==> src/rtl/video_timing_pkg.sv <==
// Shared constants for the video timing generator.
// Holds the default 720p60 raster timing, counter width, pattern select codes
// and the colour-bar palette used by the bars pattern.
package video_timing_pkg;

  // Counter width; wide enough for the largest default total (1650 clocks per line).
  localparam int unsigned CNT_W = 12;

  // Default 720p60 timing.
  localparam int unsigned DEF_H_ACTIVE = 1280;
  localparam int unsigned DEF_H_FP     = 110;
  localparam int unsigned DEF_H_SYNC   = 40;
  localparam int unsigned DEF_H_BP     = 220;
  localparam int unsigned DEF_V_ACTIVE = 720;
  localparam int unsigned DEF_V_FP     = 5;
  localparam int unsigned DEF_V_SYNC   = 5;
  localparam int unsigned DEF_V_BP     = 20;

  // Pattern select codes; any other code shows black.
  localparam logic [7:0] PAT_BARS  = 8'd0;
  localparam logic [7:0] PAT_RAMP  = 8'd1;
  localparam logic [7:0] PAT_CHECK = 8'd2;

  // Colours packed as {R, G, B}.
  localparam logic [23:0] COL_WHITE   = 24'hFFFFFF;
  localparam logic [23:0] COL_YELLOW  = 24'hFFFF00;
  localparam logic [23:0] COL_CYAN    = 24'h00FFFF;
  localparam logic [23:0] COL_GREEN   = 24'h00FF00;
  localparam logic [23:0] COL_MAGENTA = 24'hFF00FF;
  localparam logic [23:0] COL_RED     = 24'hFF0000;
  localparam logic [23:0] COL_BLUE    = 24'h0000FF;
  localparam logic [23:0] COL_BLACK   = 24'h000000;

  // Colour of bar idx, left to right.
  function automatic logic [23:0] bar_color(input logic [2:0] idx);
    logic [23:0] col;
    case (idx)
      3'd0:    col = COL_WHITE;
      3'd1:    col = COL_YELLOW;
      3'd2:    col = COL_CYAN;
      3'd3:    col = COL_GREEN;
      3'd4:    col = COL_MAGENTA;
      3'd5:    col = COL_RED;
      3'd6:    col = COL_BLUE;
      default: col = COL_BLACK;
    endcase
    return col;
  endfunction

endpackage

==> src/rtl/video_timing_counter.sv <==
// Horizontal/vertical raster counters with sync and active-region decode.
// Ports:
//   clock, reset_n       pixel clock, async active-low reset
//   h_cnt, v_cnt         current raster position
//   h_last               h_cnt is at the last clock of the line
//   frame_last           last clock of the last line of the frame
//   active               position is inside the active picture
//   hs_act, vs_act       position is inside the horizontal / vertical sync pulse
module video_timing_counter
  import video_timing_pkg::*;
#(
  parameter int unsigned H_ACTIVE = DEF_H_ACTIVE,
  parameter int unsigned H_FP     = DEF_H_FP,
  parameter int unsigned H_SYNC   = DEF_H_SYNC,
  parameter int unsigned H_BP     = DEF_H_BP,
  parameter int unsigned V_ACTIVE = DEF_V_ACTIVE,
  parameter int unsigned V_FP     = DEF_V_FP,
  parameter int unsigned V_SYNC   = DEF_V_SYNC,
  parameter int unsigned V_BP     = DEF_V_BP
) (
  input  logic             clock,
  input  logic             reset_n,
  output logic [CNT_W-1:0] h_cnt,
  output logic [CNT_W-1:0] v_cnt,
  output logic             h_last,
  output logic             frame_last,
  output logic             active,
  output logic             hs_act,
  output logic             vs_act
);

  localparam logic [CNT_W-1:0] HLast   = CNT_W'(H_ACTIVE + H_FP + H_SYNC + H_BP - 1);
  localparam logic [CNT_W-1:0] HAct    = CNT_W'(H_ACTIVE);
  localparam logic [CNT_W-1:0] HSyncS  = CNT_W'(H_ACTIVE + H_FP);
  localparam logic [CNT_W-1:0] HSyncE  = CNT_W'(H_ACTIVE + H_FP + H_SYNC);
  localparam logic [CNT_W-1:0] VLast   = CNT_W'(V_ACTIVE + V_FP + V_SYNC + V_BP - 1);
  localparam logic [CNT_W-1:0] VAct    = CNT_W'(V_ACTIVE);
  localparam logic [CNT_W-1:0] VSyncS  = CNT_W'(V_ACTIVE + V_FP);
  localparam logic [CNT_W-1:0] VSyncE  = CNT_W'(V_ACTIVE + V_FP + V_SYNC);

  logic [CNT_W-1:0] h_cnt_q, h_cnt_d;
  logic [CNT_W-1:0] v_cnt_q, v_cnt_d;
  logic             v_last;

  assign h_last     = (h_cnt_q == HLast);
  assign v_last     = (v_cnt_q == VLast);
  assign frame_last = h_last && v_last;

  always_comb begin
    h_cnt_d = h_cnt_q + 1'b1;
    v_cnt_d = v_cnt_q;
    if (h_last) begin
      h_cnt_d = '0;
      v_cnt_d = v_last ? '0 : v_cnt_q + 1'b1;
    end
  end

  always_ff @(posedge clock or negedge reset_n) begin
    if (!reset_n) begin
      h_cnt_q <= '0;
      v_cnt_q <= '0;
    end else begin
      h_cnt_q <= h_cnt_d;
      v_cnt_q <= v_cnt_d;
    end
  end

  assign h_cnt  = h_cnt_q;
  assign v_cnt  = v_cnt_q;
  assign active = (h_cnt_q < HAct) && (v_cnt_q < VAct);
  // vs decodes on v_cnt only, so its edges land on h_cnt = 0.
  assign hs_act = (h_cnt_q >= HSyncS) && (h_cnt_q < HSyncE);
  assign vs_act = (v_cnt_q >= VSyncS) && (v_cnt_q < VSyncE);

endmodule

==> src/rtl/video_timing_gen.sv <==
// Test-pattern video source: raster timing plus bars / ramp / checkerboard fill.
// Ports:
//   clock, reset_n        pixel clock, async active-low reset
//   pattern_mode_i        pattern select, taken once per frame on the last clock
//   vs_o, hs_o, de_o      sync and data enable, polarity set by VS_POL / HS_POL
//   rgb_r_o/g_o/b_o       pixel colour, 0 outside the active region
//   sof_o                 one-clock pulse with pixel (0,0)
// All outputs are registered and show position (h,v) one clock after the counters hold it.
module video_timing_gen
  import video_timing_pkg::*;
#(
  parameter int unsigned H_ACTIVE   = DEF_H_ACTIVE,
  parameter int unsigned H_FP       = DEF_H_FP,
  parameter int unsigned H_SYNC     = DEF_H_SYNC,
  parameter int unsigned H_BP       = DEF_H_BP,
  parameter int unsigned V_ACTIVE   = DEF_V_ACTIVE,
  parameter int unsigned V_FP       = DEF_V_FP,
  parameter int unsigned V_SYNC     = DEF_V_SYNC,
  parameter int unsigned V_BP       = DEF_V_BP,
  parameter bit          HS_POL     = 1'b1,
  parameter bit          VS_POL     = 1'b1,
  parameter int unsigned CHECK_LOG2 = 5
) (
  input  logic       clock,
  input  logic       reset_n,
  input  logic [7:0] pattern_mode_i,
  output logic       vs_o,
  output logic       hs_o,
  output logic       de_o,
  output logic [7:0] rgb_r_o,
  output logic [7:0] rgb_g_o,
  output logic [7:0] rgb_b_o,
  output logic       sof_o
);

  localparam logic [CNT_W-1:0] BarLast = CNT_W'(H_ACTIVE / 8 - 1);

  logic [CNT_W-1:0] h_cnt, v_cnt;
  logic             h_last, frame_last, active, hs_act, vs_act;

  video_timing_counter #(
    .H_ACTIVE (H_ACTIVE),
    .H_FP     (H_FP),
    .H_SYNC   (H_SYNC),
    .H_BP     (H_BP),
    .V_ACTIVE (V_ACTIVE),
    .V_FP     (V_FP),
    .V_SYNC   (V_SYNC),
    .V_BP     (V_BP)
  ) u_counter (
    .clock      (clock),
    .reset_n    (reset_n),
    .h_cnt      (h_cnt),
    .v_cnt      (v_cnt),
    .h_last     (h_last),
    .frame_last (frame_last),
    .active     (active),
    .hs_act     (hs_act),
    .vs_act     (vs_act)
  );

  logic [7:0]       mode_q, mode_d;
  logic [2:0]       bar_q, bar_d;
  logic [CNT_W-1:0] bar_px_q, bar_px_d;
  logic [23:0]      pix_rgb;
  logic [23:0]      rgb_q, rgb_d;
  logic             vs_q, vs_d, hs_q, hs_d, de_q, de_d, sof_q, sof_d;

  // Mode changes only between frames so a picture is never mixed.
  assign mode_d = frame_last ? pattern_mode_i : mode_q;

  // bar_q is the bar index of the current h_cnt; it saturates at 7 so the
  // last bar absorbs any remainder of H_ACTIVE / 8.
  always_comb begin
    bar_d    = bar_q;
    bar_px_d = bar_px_q + 1'b1;
    if (h_last) begin
      bar_d    = '0;
      bar_px_d = '0;
    end else if (bar_px_q == BarLast) begin
      bar_px_d = '0;
      bar_d    = (bar_q == 3'd7) ? bar_q : bar_q + 1'b1;
    end
  end

  always_comb begin
    pix_rgb = COL_BLACK;
    case (mode_q)
      PAT_BARS:  pix_rgb = bar_color(bar_q);
      PAT_RAMP:  pix_rgb = {3{h_cnt[7:0]}};
      PAT_CHECK: pix_rgb = (h_cnt[CHECK_LOG2] ^ v_cnt[CHECK_LOG2]) ? COL_BLACK : COL_WHITE;
      default:   pix_rgb = COL_BLACK;
    endcase
  end

  always_comb begin
    rgb_d = active ? pix_rgb : '0;
    de_d  = active;
    hs_d  = hs_act ? HS_POL : ~HS_POL;
    vs_d  = vs_act ? VS_POL : ~VS_POL;
    sof_d = (h_cnt == '0) && (v_cnt == '0);
  end

  always_ff @(posedge clock or negedge reset_n) begin
    if (!reset_n) begin
      mode_q   <= PAT_BARS;
      bar_q    <= '0;
      bar_px_q <= '0;
      rgb_q    <= '0;
      de_q     <= 1'b0;
      hs_q     <= ~HS_POL;
      vs_q     <= ~VS_POL;
      sof_q    <= 1'b0;
    end else begin
      mode_q   <= mode_d;
      bar_q    <= bar_d;
      bar_px_q <= bar_px_d;
      rgb_q    <= rgb_d;
      de_q     <= de_d;
      hs_q     <= hs_d;
      vs_q     <= vs_d;
      sof_q    <= sof_d;
    end
  end

  assign vs_o    = vs_q;
  assign hs_o    = hs_q;
  assign de_o    = de_q;
  assign sof_o   = sof_q;
  assign rgb_r_o = rgb_q[23:16];
  assign rgb_g_o = rgb_q[15:8];
  assign rgb_b_o = rgb_q[7:0];

endmodule

==> config.mk <==
export PLATFORM = sky130hd
export DESIGN_NAME = video_timing_gen
export DESIGN_NICKNAME = d
export VERILOG_FILES = /design/src/rtl/video_timing_pkg.sv /design/src/rtl/video_timing_counter.sv /design/src/rtl/video_timing_gen.sv
export SDC_FILE = /design/constraint.sdc
export NUM_CORES = 1
export LEC_CHECK = 0
export CAP_MARGIN = 10
export CORE_MARGIN = 3
export CORE_UTILIZATION = 51
export DETAILED_ROUTE_END_ITERATION = 8
export GPL_ROUTABILITY_DRIVEN = 0
export PLACE_DENSITY = 0.72
export SETUP_SLACK_MARGIN = 0.1
export SLEW_MARGIN = 20
export SYNTH_ARGS = -nofsm -noshare
export SYNTH_HDL_FRONTEND = slang
export SYNTH_HIERARCHICAL = 1
export SYNTH_SLANG_ARGS = --single-unit
==> constraint.sdc <==
create_clock -name clock -period 2.2 [get_ports clock]
set_input_delay 0.22 -clock clock [delete_from_list [all_inputs] [get_ports clock]]
set_output_delay 0.22 -clock clock [all_outputs]
set_load 0.1 [all_outputs]
; ---- Yosys cells after proc, flatten, opt, wreduce, memory -nomap -nowiden
; Index checks and enable logic that the tools add are counted.
[op_classes]
addsub = 4
multipliers = 0
div = 0
n_lt_le_gt_ge = 6
n_eq_ne = 13
shifts = 0
muxes = 13
n_bitwise = 1
n_reduce_logical = 11
[op_table]
columns = cell, count
row1 = 24-bit case mux with 7 select lines, 1
row2 = 24-bit case mux with 3 select lines, 1
row3 = 12-bit two-way mux, 4
row4 = 24-bit two-way mux, 2
row5 = 12-bit by 1-bit adder with 12-bit output (second input constant), 3
row6 = 12-bit zero test, 2
row7 = 12-bit by 10-bit less-than comparator with 1-bit output (second input constant), 2
row8 = 12-bit by 11-bit less-than comparator with 1-bit output (second input constant), 2
row9 = 12-bit by 10-bit equality test with 1-bit output (second input constant), 1
row10 = 12-bit by 11-bit equality test with 1-bit output (second input constant), 1
row11 = 12-bit by 8-bit equality test with 1-bit output (second input constant), 1
row12 = 3-bit equality test (second input constant), 4
row13 = 12-bit by 10-bit greater-or-equal comparator with 1-bit output (second input constant), 1
row14 = 12-bit by 11-bit greater-or-equal comparator with 1-bit output (second input constant), 1
row15 = 3-bit two-way mux, 3
row16 = 8-bit by 1-bit equality test with 1-bit output (second input constant), 1
row17 = 8-bit by 2-bit equality test with 1-bit output (second input constant), 1
row18 = 8-bit zero test, 1
row19 = 3-bit by 2-bit equality test with 1-bit output (second input constant), 2
row20 = 1-bit logical AND, 5
row21 = 3-bit by 1-bit adder with 3-bit output (second input constant), 1
row22 = 3-bit by 1-bit equality test with 1-bit output (second input constant), 1
row23 = 3-bit zero test, 1
row24 = 1-bit two-way mux, 2
row25 = 4 further kinds, 4
[totals]
register_bits = 75
latchBits = 0
ramBits = 0
mem_bits_ro = 0
in_bits = 10
out_inout_bits = 28
memories = 0

; ---- Longest topological paths before layout
[depth]
depth_word = 4
mapped_depth = 10
ltp_nobuf = 7

; ---- Hierarchy
; The synthesis kept the hierarchy.
[by_module_without_submodules]
columns = mod, instances, cells_each, area_each_um2, seq_area_each_um2
row1 = video_timing_gen, 1, 198, 2208.4, 1276.2
row2 = video_timing_counter, 1, 150, 1416.4, 600.6

; ---- Least setup slack after synthesis
; OpenSTA, ideal clock, no wires.
[synth_path]
kind = reg-to-reg
startpoint = register u_counter.h_cnt_q[1] (netlist: u_counter/h_cnt[1])
endpoint = register mode_q[0]
setup_time_ps = 125
t_arrival_ps = 1965
required_time_ps = 2075
setup_slack_ps = 110
stages_incl_launch_ff = 9
path_buffers = 2
synth_period_minus_slack_ps = 2090
cell_sequence = dfrtp_1 inv_1 ha_1 nor4bb_1 nand3_1 buf_2 nor2_1 clkbuf_1 mux2_2
[synth_between]
elab_chain_len = 2
[synth_rtl]
columns = element, line
row1 = from (decl), video_timing_counter.sv:41  ; logic [CNT_W-1:0] h_cnt_q, h_cnt_d;
row2 = from (signal assigned), video_timing_counter.sv:63  ; h_cnt_q <= h_cnt_d;
row3 = 12-bit by 11-bit equality test with 1-bit output, video_timing_counter.sv:45  ; assign h_last = (h_cnt_q == HLast);
row4 = 1-bit logical AND, video_timing_counter.sv:47  ; assign frame_last = h_last && v_last;
row5 = via frame_last, video_timing_gen.sv:39  ; logic h_last, frame_last, active, hs_act, vs_act;
row6 = to (signal assigned), video_timing_gen.sv:115  ; mode_q <= mode_d;
row7 = to (decl), video_timing_gen.sv:62  ; logic [7:0] mode_q, mode_d;
; The timed path passes the listed nets, and every way through them passes these cells.
; A chain may end at the register's enable or synchronous reset.

; ---- Final worst setup path
[layout_path]
startpoint = register bar_q[0]
endpoint = register rgb_q[14]
[layout_between]
elab_chain_len = 4
word_cells_on_any_way = 10
cone_classes = eq/ne (6) / mux (3) / reduce/logical (1)
[layout_rtl]
columns = element, line
row1 = from (decl), video_timing_gen.sv:63  ; logic [2:0] bar_q, bar_d;
row2 = from (signal assigned), video_timing_gen.sv:116  ; bar_q <= bar_d;
row3 = "3-bit equality test, or another cell as far along", video_timing_pkg.sv:37  ; case (idx)
row4 = 24-bit case mux with 7 select lines (*), video_timing_pkg.sv:37
row5 = 24-bit case mux with 3 select lines (*), video_timing_gen.sv:88  ; case (mode_q)
row6 = 24-bit two-way mux (*), video_timing_gen.sv:97  ; rgb_d = active ? pix_rgb : '0;
row7 = via rgb_d[14], video_timing_gen.sv:66  ; logic [23:0] rgb_q, rgb_d;
row8 = to (signal assigned), video_timing_gen.sv:118  ; rgb_q <= rgb_d;
row9 = to (decl), video_timing_gen.sv:66
; The timed path passes the listed nets; every way through them passes the cells marked *.

==> report_table.html <==
<table>
<tr><th>Metric</th><th>Value</th></tr>
<tr><th colspan="2">Timing</th></tr>
<tr><td>Worst-case headroom to the max-slew limit</td><td>0.483</td></tr>
<tr><td>Peak Freq</td><td>499 MHz</td></tr>
<tr><td>Final max-slew violation count</td><td>0</td></tr>
<tr><td>Fin Setup TNS</td><td>0 ns</td></tr>
<tr><td>Clock period minus final worst setup slack</td><td>2.00 ns</td></tr>
<tr><td>Final Hold Violating Endpoints</td><td>0</td></tr>
<tr><td>Final setup violation count</td><td>0</td></tr>
<tr><td>Crit share post-route</td><td>0.911</td></tr>
<tr><td>Final clock skew</td><td>0.00871 ns</td></tr>
<tr><td>Worst-Margin Slew</td><td>0.775 ns</td></tr>
<tr><td>Unrepaired setup endpoints after global routing</td><td>no</td></tr>
<tr><td>Final Worst Setup Slack</td><td>0.195 ns</td></tr>
<tr><th colspan="2">Route</th></tr>
<tr><td>Initial DRC count</td><td>157</td></tr>
<tr><td>Remaining design rule violation count</td><td>0</td></tr>
<tr><td>Final routed wirelength across all metal layers</td><td>7770 um</td></tr>
<tr><td>First-pass detailed-route iteration total</td><td>4</td></tr>
<tr><td>ANT nets after route</td><td>0</td></tr>
<tr><td>Vias per cell</td><td>5.69</td></tr>
<tr><td>Routed wire per std cell</td><td>15.2 um</td></tr>
<tr><td>Vias after detailed routing</td><td>2,911</td></tr>
<tr><th colspan="2">Die</th></tr>
<tr><td>Die Span Y</td><td>90.3 um</td></tr>
<tr><td>Die Footprint</td><td>8150 um2</td></tr>
<tr><td>Core region area</td><td>6830 um2</td></tr>
<tr><td>Boundary pin count</td><td>38</td></tr>
<tr><td>Die width</td><td>90.3 um</td></tr>
<tr><td>Initial Util</td><td>0.531</td></tr>
<tr><td>Number of rows created at floorplan</td><td>30</td></tr>
<tr><th colspan="2">Run</th></tr>
<tr><td>Number of max-cap violations</td><td>0</td></tr>
<tr><th colspan="2">Layout</th></tr>
<tr><td>Design Area, Final</td><td>4470 um2</td></tr>
<tr><td>Antenna cell count</td><td>0</td></tr>
<tr><td>Post-layout net count</td><td>433</td></tr>
<tr><td>Share of layout cells above drive strength 1</td><td>0.243</td></tr>
<tr><td>Synth-to-Final Area Change</td><td>23.4%</td></tr>
<tr><td>Highest-count cells in the layout ignoring fill and taps</td><td>sky130_fd_sc_hd__dfrtp_1 (75), sky130_fd_sc_hd__buf_4 (52), sky130_fd_sc_hd__nor2_1 (26)</td></tr>
<tr><td>Most common cell after layout, fill and taps aside</td><td>sky130_fd_sc_hd__dfrtp_1</td></tr>
<tr><th colspan="2">Worst setup path</th></tr>
<tr><td>CP endpoint kind</td><td>flop</td></tr>
<tr><td>Minimum setup slack among reg-to-reg paths</td><td>0.20 ns</td></tr>
<tr><td>Arrival time at the worst endpoint</td><td>2.20 ns</td></tr>
<tr><td>Critical Path Source Type</td><td>flop</td></tr>
<tr><td>Data required time of the worst path</td><td>2.40 ns</td></tr>
<tr><td>Worst-path maximum fanout</td><td>8</td></tr>
<tr><td>Classification of the worst setup path</td><td>reg2reg</td></tr>
<tr><th colspan="2">Clocking</th></tr>
<tr><td>CTS Buf Count</td><td>9</td></tr>
<tr><td>Clock input transition at the sequential cells of the worst setup and hold paths</td><td>0.08 ns</td></tr>
<tr><td>Maximum level of the CTS H-tree</td><td>3</td></tr>
<tr><td>Maximum count of clock buffers along a single path</td><td>2</td></tr>
<tr><td>Insertion delay of the later-clocked pin in the worst-skew pair</td><td>0.35 ns</td></tr>
<tr><td>Cell at the root of the clock tree</td><td>sky130_fd_sc_hd__clkbuf_8</td></tr>
<tr><td>TritonCTS clock tree</td><td>done</td></tr>
<tr><td>Clock tree sinks</td><td>75</td></tr>
<tr><th colspan="2">Yosys</th></tr>
<tr><td>Cell area after synthesis</td><td>3620 um2</td></tr>
<tr><td>Warnings, synthesis</td><td>6</td></tr>
<tr><td>Net count of the mapped netlist</td><td>370</td></tr>
<tr><td>Count of cell types in the netlist</td><td>61</td></tr>
<tr><td>Instance count of the mapped netlist</td><td>348</td></tr>
<tr><td>Part of the Yosys area used for sequential elements</td><td>0.518</td></tr>
<tr><td>Share of flip-flops with an asynchronous set or reset</td><td>1.00</td></tr>
<tr><td>Dominant synthesized flop cell</td><td>sky130_fd_sc_hd__dfrtp_1</td></tr>
<tr><td>Number of flops mapped to enable cells by yosys</td><td>0</td></tr>
<tr><td>Register bit total from synthesis</td><td>75</td></tr>
<tr><td>Mean cell area of the mapped netlist</td><td>10.4 um2</td></tr>
<tr><th colspan="2">Global routing</th></tr>
<tr><td>Via count of the first global-routing pass</td><td>2,692</td></tr>
<tr><td>GR Util All Layers</td><td>0.201</td></tr>
<tr><td>Antenna violations before repair</td><td>0</td></tr>
<tr><td>Maximum number of pins on one net before global-route repair</td><td>37</td></tr>
<tr><td>Wire length of the first global-routing pass</td><td>13,300 um</td></tr>
<tr><td>Global route overflow</td><td>0</td></tr>
<tr><th colspan="2">Placed design</th></tr>
<tr><td>Post-DP Area</td><td>4130 um2</td></tr>
<tr><td>Post-detailed-placement half-perimeter wirelength</td><td>5470 um</td></tr>
<tr><td>Post-place setup slack</td><td>0.160 ns</td></tr>
<tr><td>Number of port buffers</td><td>37</td></tr>
<tr><th colspan="2">Power and ir drop</th></tr>
<tr><td>Power after layout</td><td>2740 uW</td></tr>
<tr><td>Max VDD drop</td><td>0.276 mV</td></tr>
<tr><td>Power density over the cells</td><td>613 nW/um2</td></tr>
<tr><td>Leakage Power</td><td>0.00192 uW</td></tr>
<tr><th colspan="2">Outcome</th></tr>
<tr><td>Result of the run</td><td>finished, final reports clean</td></tr>
<tr><th colspan="2">Min path</th></tr>
<tr><td>Worst hold path type</td><td>in2async</td></tr>
</table>
[registers in the layout, indices dropped and copies added, names as in the netlist, 3 cells and up]
signal	count
mode_q	8
rgb_q	24
u_counter/v_cnt	12
bar_q	3
u_counter/h_cnt	12
bar_px_q	12
[kinds of logic after synthesis]
logic type      Yosys count  share of synthesized area
buf+inv                  31                     0.0369
flops                    75                      0.518
compound gates           69                      0.121
simple gates            135                      0.213
mux                      11                     0.0338
fa+ha+maj                12                     0.0414
xor+xnor                 15                     0.0362
[area by class of cell]
class,instances,area (um2)
Fill cell,562,2360
Sequential cell,75,1880
Multi-Input combinational cell,242,1650
Timing Repair Buffer,63,505
Clock buffer,10,138
Tap cell,96,120
Clock inverter,6,111
Inverter,20,75.1
[critical path, cell delays in order (launching register included)]
cell and delay (ns):
sky130_fd_sc_hd__dfrtp_1 0.43, sky130_fd_sc_hd__ha_1 0.23, sky130_fd_sc_hd__ha_1 0.20, sky130_fd_sc_hd__or4_4 0.52
sky130_fd_sc_hd__o211ai_1 0.28, sky130_fd_sc_hd__a31oi_1 0.19
[cell usage after synthesis (6+ instances only)]
cell type / number / share of area
sky130_fd_sc_hd__o22ai_1: 9 / 0.016
sky130_fd_sc_hd__xor2_1: 7 / 0.017
sky130_fd_sc_hd__inv_1: 19 / 0.020
sky130_fd_sc_hd__xnor2_1: 8 / 0.019
sky130_fd_sc_hd__nor2b_1: 6 / 0.010
sky130_fd_sc_hd__o21ai_0: 12 / 0.017
sky130_fd_sc_hd__a31oi_1: 12 / 0.021
sky130_fd_sc_hd__nand4_1: 8 / 0.014
sky130_fd_sc_hd__nor4_1: 8 / 0.014
sky130_fd_sc_hd__nand2_1: 25 / 0.026
sky130_fd_sc_hd__ha_1: 12 / 0.041
sky130_fd_sc_hd__mux2_2: 10 / 0.031
sky130_fd_sc_hd__nor2_1: 26 / 0.027
sky130_fd_sc_hd__dfrtp_1: 75 / 0.52
sky130_fd_sc_hd__a21oi_1: 18 / 0.025
sky130_fd_sc_hd__nand3_1: 23 / 0.032
[worst paths after layout]
kind,to,start,depth (start not counted)
max,rgb_q[14],bar_q[0],5
min,hs_o,reset_n,2
max reg2reg,rgb_q[14],bar_q[0],5
min reg2reg,bar_px_q[0],bar_px_q[0],1
max in group asynchronous,mode_q[4],reset_n,3
min in group clock,mode_q[7],pattern_mode_i[7],2
[per-layer routing]
layer  part of all wire  wire length [um]  track usage  up-vias
met5                  0                 0            0        -
met4              0.018               138       0.0727        0
met3              0.060               463       0.0500       17
met2               0.46              3580        0.303      101
met1               0.46              3590        0.283     1403
li1                   -                 -            -     1390
[metrics by stage]
stage	hold slack [ns]	utilization	std cells
after floorplan	-0.0756	-	348
after global placement	0.331	0.604	488
after detailed placement	0.341	0.604	488
after CTS	0.496	0.642	505
after global routing	0.496	0.655	512
final	0.481	0.655	512
[repair_timing]
item | 4_1_cts | 5_1_grt
hold buffers | 1 | 0
resized for setup | 0 | 7
endpoints found under the setup margin | 0 | 43
hold endpoints to repair | 34 | 0
setup buffers | 0 | 7
[power breakdown]
group	switching (uW)	total (uW)	internal, uW
combinational	30.1	49.2	19.0
clock	527	1310	786
sequential	0	1380	1380
Power figures use the tool's default switching activity.
